File: config.mk
export PLATFORM = sky130hd
export DESIGN_NAME = cordic_job_ctrl
export DESIGN_NICKNAME = d
export VERILOG_FILES = /design/src/rtl/cordic_job_ctrl.sv
export SDC_FILE = /design/constraint.sdc
export NUM_CORES = 1
export LEC_CHECK = 0
export ABC_CLOCK_PERIOD_IN_PS = 1300
export BUFFER_PORTS_ARGS = -buffer_cell sky130_fd_sc_hd__buf_2
export CORE_ASPECT_RATIO = 0.9
export CORE_MARGIN = 2
export CORE_UTILIZATION = 31
export CTS_BUF_LIST = sky130_fd_sc_hd__clkbuf_4 sky130_fd_sc_hd__clkbuf_8 sky130_fd_sc_hd__clkbuf_16
export DETAILED_ROUTE_END_ITERATION = 10
export PLACE_DENSITY_LB_ADDON = 0.3
export SYNTH_ARGS = -nofsm -noshare
export SYNTH_HDL_FRONTEND = slang
export SYNTH_SLANG_ARGS = --single-unit
File: constraint.sdc
create_clock -name HCLK -period 1.3 [get_ports HCLK]
set_input_delay 0.065 -clock HCLK [delete_from_list [all_inputs] [get_ports HCLK]]
set_output_delay 0.065 -clock HCLK [all_outputs]
set_load 0.005 [all_outputs]
File: src/rtl/cordic_job_ctrl.sv
// cordic_job_ctrl: shares the CORDIC APB slave (reached through the AHB2APB
// bridge) between two job requesters. A round-robin grant latches one (x, y)
// pair, then three single AHB-Lite transfers are issued: write x, write y,
// read result. The result word or an error flag is returned to the requester.
//
// state | meaning
// ------+-------------------------------------------------------------
// IDLE  | waiting for req_valid; grant and operand capture happen here
// AX    | address phase, write x to BASE+0
// DX    | data phase of x write, HWDATA = x
// AY    | address phase, write y to BASE+1
// DY    | data phase of y write, HWDATA = y
// AR    | address phase, read result from BASE+2
// DR    | data phase of result read, HRDATA sampled on completion
// RSP   | result/error held on rsp_* until rsp_ready
//
// Operand buses are flat: requester i owns bits [32*i +: 32] of req_x/req_y.
module cordic_job_ctrl #(
  parameter logic [31:0] BASE_ADDR = 32'h8C00_0000
) (
  input  logic        HCLK,
  input  logic        HRESETn,
  input  logic [1:0]  req_valid,
  input  logic [63:0] req_x,
  input  logic [63:0] req_y,
  output logic [1:0]  req_ready,
  output logic        rsp_valid,
  input  logic        rsp_ready,
  output logic        rsp_id,
  output logic [31:0] rsp_data,
  output logic        rsp_err,
  output logic [31:0] HADDR,
  output logic [1:0]  HTRANS,
  output logic        HWRITE,
  output logic [2:0]  HSIZE,
  output logic [2:0]  HBURST,
  output logic [3:0]  HPROT,
  output logic [31:0] HWDATA,
  output logic        HSEL,
  output logic        HREADYOUT_M,
  input  logic        HREADY,
  input  logic [1:0]  HRESP,
  input  logic [31:0] HRDATA,
  output logic [7:0]  done_cnt0,
  output logic [7:0]  done_cnt1,
  output logic [7:0]  err_cnt
);

  typedef enum logic [2:0] {IDLE, AX, DX, AY, DY, AR, DR, RSP} state_t;

  state_t      state_q, state_d;
  logic [31:0] x_q, y_q;
  logic        id_q;
  logic        last_grant_q;
  logic        grant_id;
  logic        bus_err;
  logic        data_done;
  logic [31:0] haddr_d, hwdata_d;
  logic [1:0]  htrans_d;
  logic        hwrite_d, hsel_d, hreadyout_d;
  logic [3:0]  hprot_d;

  assign HSIZE   = 3'b010;
  assign HBURST  = 3'b000;
  assign rsp_id  = id_q;
  assign bus_err = (HRESP != 2'b00);
  assign data_done = HREADY && (state_q == DX || state_q == DY || state_q == DR);

  // Round-robin pick: on contention the requester not granted last wins.
  always_comb begin
    grant_id = 1'b0;
    case (req_valid)
      2'b01:   grant_id = 1'b0;
      2'b10:   grant_id = 1'b1;
      2'b11:   grant_id = ~last_grant_q;
      default: grant_id = 1'b0;
    endcase
  end

  // Next state, grant pulse, and bus values for the state being entered.
  always_comb begin
    state_d     = state_q;
    req_ready   = 2'b00;
    haddr_d     = 32'h0;
    htrans_d    = 2'b00;
    hwrite_d    = 1'b0;
    hprot_d     = 4'h0;
    hwdata_d    = 32'h0;
    hsel_d      = 1'b0;
    hreadyout_d = 1'b0;
    case (state_q)
      IDLE: if (req_valid != 2'b00) begin
              req_ready = grant_id ? 2'b10 : 2'b01;
              state_d   = AX;
            end
      AX:   if (HREADY) state_d = DX;
      DX:   if (HREADY) state_d = bus_err ? RSP : AY;
      AY:   if (HREADY) state_d = DY;
      DY:   if (HREADY) state_d = bus_err ? RSP : AR;
      AR:   if (HREADY) state_d = DR;
      DR:   if (HREADY) state_d = RSP;
      RSP:  if (rsp_ready) state_d = IDLE;
      default: state_d = IDLE;
    endcase
    case (state_d)
      AX, AY, AR: begin
        hsel_d      = 1'b1;
        hreadyout_d = 1'b1;
        htrans_d    = 2'b10;
        hprot_d     = 4'b0001;
        hwrite_d    = (state_d != AR);
        haddr_d     = (state_d == AX) ? BASE_ADDR :
                      (state_d == AY) ? BASE_ADDR + 32'd1 : BASE_ADDR + 32'd2;
      end
      DX, DY, DR: begin
        hsel_d      = 1'b1;
        hreadyout_d = 1'b1;
        hwdata_d    = (state_d == DX) ? x_q : (state_d == DY) ? y_q : 32'h0;
      end
      default: ;
    endcase
  end

  // State register and registered bus outputs.
  always_ff @(posedge HCLK or negedge HRESETn) begin
    if (!HRESETn) begin
      state_q     <= IDLE;
      HADDR       <= 32'h0;
      HTRANS      <= 2'b00;
      HWRITE      <= 1'b0;
      HPROT       <= 4'h0;
      HWDATA      <= 32'h0;
      HSEL        <= 1'b0;
      HREADYOUT_M <= 1'b0;
      rsp_valid   <= 1'b0;
    end else begin
      state_q     <= state_d;
      HADDR       <= haddr_d;
      HTRANS      <= htrans_d;
      HWRITE      <= hwrite_d;
      HPROT       <= hprot_d;
      HWDATA      <= hwdata_d;
      HSEL        <= hsel_d;
      HREADYOUT_M <= hreadyout_d;
      rsp_valid   <= (state_d == RSP);
    end
  end

  // Operand capture at grant, result capture at data-phase completion,
  // counters and round-robin history on response accept.
  always_ff @(posedge HCLK or negedge HRESETn) begin
    if (!HRESETn) begin
      x_q          <= 32'h0;
      y_q          <= 32'h0;
      id_q         <= 1'b0;
      last_grant_q <= 1'b1;
      rsp_data     <= 32'h0;
      rsp_err      <= 1'b0;
      done_cnt0    <= 8'h0;
      done_cnt1    <= 8'h0;
      err_cnt      <= 8'h0;
    end else begin
      if (state_q == IDLE && req_valid != 2'b00) begin
        x_q  <= grant_id ? req_x[63:32] : req_x[31:0];
        y_q  <= grant_id ? req_y[63:32] : req_y[31:0];
        id_q <= grant_id;
      end
      if (data_done) begin
        if (bus_err) begin
          rsp_data <= 32'h0;
          rsp_err  <= 1'b1;
        end else if (state_q == DR) begin
          rsp_data <= HRDATA;
          rsp_err  <= 1'b0;
        end
      end
      if (state_q == RSP && rsp_ready) begin
        last_grant_q <= id_q;
        if (rsp_err)   err_cnt   <= err_cnt + 8'd1;
        else if (id_q) done_cnt1 <= done_cnt1 + 8'd1;
        else           done_cnt0 <= done_cnt0 + 8'd1;
      end
    end
  end

endmodule

==> Word level (Yosys, flattened, before mapping) <==
Cells that the tools add are included.
{ "word_totals": {"ff_bits": 199, "inputBits": 168, "output_inout_bits": 140, "elab_cells": 87} }
{ "op_classes": {"n_addsub": 3, "eq_ne": 17, "n_mux": 31, "n_bitwise": 3, "n_reduce_logical": 16} }
{ "op_table": {"columns": ["cell", "count"], "rows": [
  ["$mux 32", 8],
  ["$mux 3", 9],
  ["$add 8x1->8 const B", 3],
  ["$eq 3x3->1 const B", 8],
  ["$pmux 3 s8", 1],
  ["$mux 2", 7],
  ["$eq 3x2->1 const B", 4],
  ["$eq 3x1->1 const B", 2],
  ["$reduce_and 3->1", 2],
  ["$reduce_bool 2->1", 3],
  ["$reduce_or 3->1", 2],
  ["$reduce_or 6->1", 1],
  ["$mux 1", 5],
  ["$eq 2x2->1 const B", 2],
  ["$reduce_and 2->1", 2],
  ["$logic_and 1x1->1", 3],
  ["$logic_not 3->1", 1],
  ["$ne 3x3->1 const B", 1],
  ["$not 1->1", 3],
  ["$logic_or 1x1->1", 2],
  ["$pmux 1 s2", 1]
]} }

==> Longest topological paths before layout <==
{ "logic_depth": {"word_depth": 8, "mapped_depth": 7, "mapped_depth_nobuf": 4} }

==> Least setup slack after synthesis <==
Ideal clock, no wire load.
{ "synth_path": {"path_kind": "register to register", "from": "register state_q[1]", "to": "register id_q (netlist: rsp_id)", "setup_ps": 124, "arrival_time_ps": 1312, "required_ps": 1176, "path_slack_ps": -136, "stages_incl_launch_ff": 7, "n_path_buf": 3, "synth_period_minus_slack_ps": 1436, "cell_sequence": "dfrtp_1 buf_6 nor3_2 o21a_2 buf_2 buf_4 o21bai_1"} }
{ "synth_between": {"elab_chain_cells": 2} }
{ "synth_lines": {"columns": ["element", "line_no", "text"], "rows": [
  ["start: declaration", "51", "state_t state_q, state_d;"],
  ["start signal: assignment", "137", "state_q <= state_d;"],
  ["$logic_not 3->1", "163", "if (state_q == IDLE && req_valid != 2'b00) begin"],
  ["$logic_and 1x1->1", "163", null],
  ["end signal: assignment", "166", "id_q <= grant_id;"],
  ["end: declaration", "53", "logic id_q;"]
]} }
No other way between the ends.
A chain may end at the register's enable or synchronous reset.

==> Final worst setup path <==
{ "layout_path": {"from": "register state_q[1]", "to": "output req_ready[0]"} }
{ "layout_between": {"elab_chain_cells": 2} }
{ "layout_lines": {"columns": ["element", "line_no", "text"], "rows": [
  ["$logic_not 3->1", "91", "case (state_q)"],
  ["$mux 2", "91", null],
  ["end: declaration", "26", "output logic [1:0] req_ready,"]
]} }
No other way between the ends.

==> key figures <==
Setup path
  – Worst Path Required: 1240 ps
  – Crit Path Category: register to primary output
  – FF-to-FF setup slack: -300 ps
  – CP arrival: 1560 ps
  – Crit. End Element: primary output
  – Critical path peak fanout: 4
  – Startpoint types: register

Drt
  – Met3 WL: 1410 µm
  – DRT met1 WL: 10300 µm
  – Mean number of vias per cell: 4.62
  – Routed Antenna Nets: 0
  – Total wire length: 24900 µm
  – Vias post-DR: 6788
  – Top layer in use: met4
  – Met2 WL: 12500 µm
  – Initial DRC count: 277
  – DRT Pass-1 Iters: 4
  – Residual DRC count: 0
  – Routed wire per std cell: 17.0 µm

Power and ir drop
  – P per Cell Area: 1870 mW/mm²
  – P_sw: 0.00847 W
  – Clock power frac: 21.6%
  – Int Pwr: 0.0154 W
  – Seq pwr share: 37.3%
  – Switching Fraction: 35.4%
  – Leakage: 6.06 nW
  – Design Power: 0.0239 W
  – Gate power share: 41.1%
  – Worst VDD drop: 0.825 mV

Clock tree
  – Clock sinks: 164
  – CTS tree: built
  – Clock root cell: clkbuf_16
  – Htree depth: 4
  – CTS buffer count: 17
  – Worst skew pair latency: 430 ps
  – Clock-pin slew on the worst setup and hold paths: 70 ps
  – CTS Buffer Depth: 2

STA
  – Count of final setup violators: 165
  – Final WS setup: -327 ps
  – Min Clock Period, post-route: 1630 ps
  – Total negative setup slack: -33490 ps
  – Hold WS: 38.5 ps
  – Final hold vios: 0
  – Skew final: 11.4 ps
  – Final critical-path share of the clock period: 125%
  – Max-slew violation count: 0
  – Top achievable clock speed: 615 MHz
  – Unrepaired setup endpoints after global routing: true

Die
  – Io pins: 308
  – Die area: 0.0251 mm²
  – Num rows: 53
  – Die extent in x: 167 µm
  – Die H: 151 µm
  – Initial Utilization: 31.6%
  – Core region area: 0.0234 mm²

Synth
  – Share of Yosys cell area claimed by the top area cell type: 55.2%
  – Seq/Total Area, Yosys: 55.5%
  – Ys flop type: dfrtp_1
  – Seq cells post-synth: 164
  – Post-synth EDFFs: 0
  – Most frequent cells after synthesis: dfrtp_1 (163), nand2_1 (75), nor2_1 (71), mux2i_1 (67), a21oi_1 (66)
  – Post-synth top area cell: dfrtp_1
  – Synth top area cells: dfrtp_1 (55%), mux2i_1 (9.1%), buf_4 (4.8%)
  – YS warnings: 0
  – Mapped Area: 0.00739 mm²
  – Synth Instances: 675
  – Top-count cell post-synth: dfrtp_1
  – Ys async rst share: 100%
  – Post-synth cell types: 46
  – Mean post-synth cell area: 11.0 µm²

Run status
  – Failing checks: setup timing
  – Status: complete, but fails checks

Placed design
  – Gp weighted congestion: 0.755
  – Dpl hpwl: 12700 µm
  – Placed standard-cell area: 0.00912 mm²
  – Port buffer count: 270

Finish
  – Final instance area: 0.0128 mm²
  – Share of cells above drive strength 1: 46.3%
  – Syn-to-layout area delta: 73.1%
  – Nets@finish: 1323
  – Filler cell count: 1950
  – Final Util: 54.7%

GRT
  – Total gr overflow: 0
  – First-pass GRT wire length: 36900 µm
  – Pin count of the biggest net entering global routing: 45
  – Number of global-route vias before repair: 7067
  – Overall global routing resource usage: 18.6%
  – Initial antenna violation count: 1

Job
  – Max Cap Viol: 0

Worst hold path
  – HP Class: primary input to register
## what timing repair did
action                     CTS  global route
hold endpoints to repair   259             0
pin swaps                   30            21
setup endpoints to repair  166           166
hold buffers               158             0
buffers inserted            17             9
resized for setup          122           139
cloned                      11             9
## placed cells by master, fill, tap and decap left out, types with 3 or more instances in the layout
| cell | instances |
|---|---|
| clkbuf_16 | 24 |
| xnor2_1 | 16 |
| a22o_1 | 32 |
| and4_1 | 3 |
| ha_1 | 3 |
| inv_1 | 4 |
| xor2_1 | 3 |
| a21oi_2 | 65 |
| nor3_4 | 4 |
| inv_8 | 3 |
| inv_6 | 4 |
| buf_4 | 30 |
| nand3_1 | 3 |
| buf_16 | 6 |
| mux2i_1 | 65 |
| and2_4 | 3 |
| nor2_1 | 17 |
| o21ai_1 | 27 |
| nor2_2 | 7 |
| nand4_1 | 8 |
| nor2_4 | 49 |
| buf_12 | 20 |
| buf_2 | 266 |
| clkinvlp_4 | 3 |
| conb_1 | 37 |
| buf_8 | 3 |
| dlygate4sd3_1 | 158 |
| nand2_1 | 73 |
| buf_6 | 15 |
| o21ai_0 | 8 |
| dfrtp_1 | 161 |
## area by class of cell
class	instances	area, µm²	area share (%)
clock inverters	15	170	1.33
clock buffers	17	425	3.32
flip-flops and latches	164	4110	32.1
diodes	1	2.50	0.0196
multi-input cells	460	3610	28.2
repair buffers	505	4090	32.0
inverters	4	15.0	0.117
well taps	302	378	2.95
## critical path: stages, from the launching register on
cell and delay [ps]:
dfrtp_1 400, buf_6 130, nor3_4 220, buf_6 120
and3_4 170, buf_6 90
## metal layers
metal | vias up | global-route usage [%]
met5 | - | 0
met4 | 0 | 7.76
met3 | 54 | 4.99
met2 | 243 | 31.6
met1 | 3286 | 22.5
li1 | 3205 | -
## state kept, by name, indices dropped and copies added (netlist names)
signal,flops
last_grant_q,1
HWRITE,1
HREADYOUT_M,1
rsp_valid,1
HWDATA,32
x_q,32
y_q,32
state_q,3
done_cnt1,8
err_cnt,8
done_cnt0,8
HADDR,3
rsp_data,32
rsp_err,1
rsp_id,1
## path summary, 6_finish.rpt
path,startpoint,end,depth (start not counted)
setup / recovery,state_q[1],req_ready[0],5
hold / removal,req_y[31],y_q[31],3
setup reg to reg,state_q[1],y_q[2],7
hold reg to reg,done_cnt1[7],done_cnt1[7],1
max in group asynchronous,HRESETn,rsp_data[5],3
min in group asynchronous,HRESETn,HWDATA[17],2
## per-stage QoR
step / cells / setup slack (ps)
2_1_floorplan: 710 / -112
3_3_place_gp: 1237 / -461
3_5_place_dp: 1237 / -479
4_1_cts: 1455 / -357
5_1_grt: 1468 / -391
6_report: 1468 / -327
## kinds of logic after synthesis
group	share of synthesized area [%]
compound gates	12.2
xor+xnor	2.49
fa+ha+maj	0.508
buf+inv	8.21
flops	55.5
mux	9.53
other cells	0.102
simple gates	11.5
## power groups by stage
stage | Clock, W | Combinational, W | Sequential [W]
floorplan | 0 | 0.00392 | 0.00843
global placement | 0 | 0.00624 | 0.00849
detailed placement | 0 | 0.00637 | 0.00852
CTS | 0.00527 | 0.00838 | 0.00856
global route | 0.00548 | 0.0106 | 0.00917
finish | 0.00516 | 0.00982 | 0.00890
No activity file was read; power rests on OpenSTA's default activity.
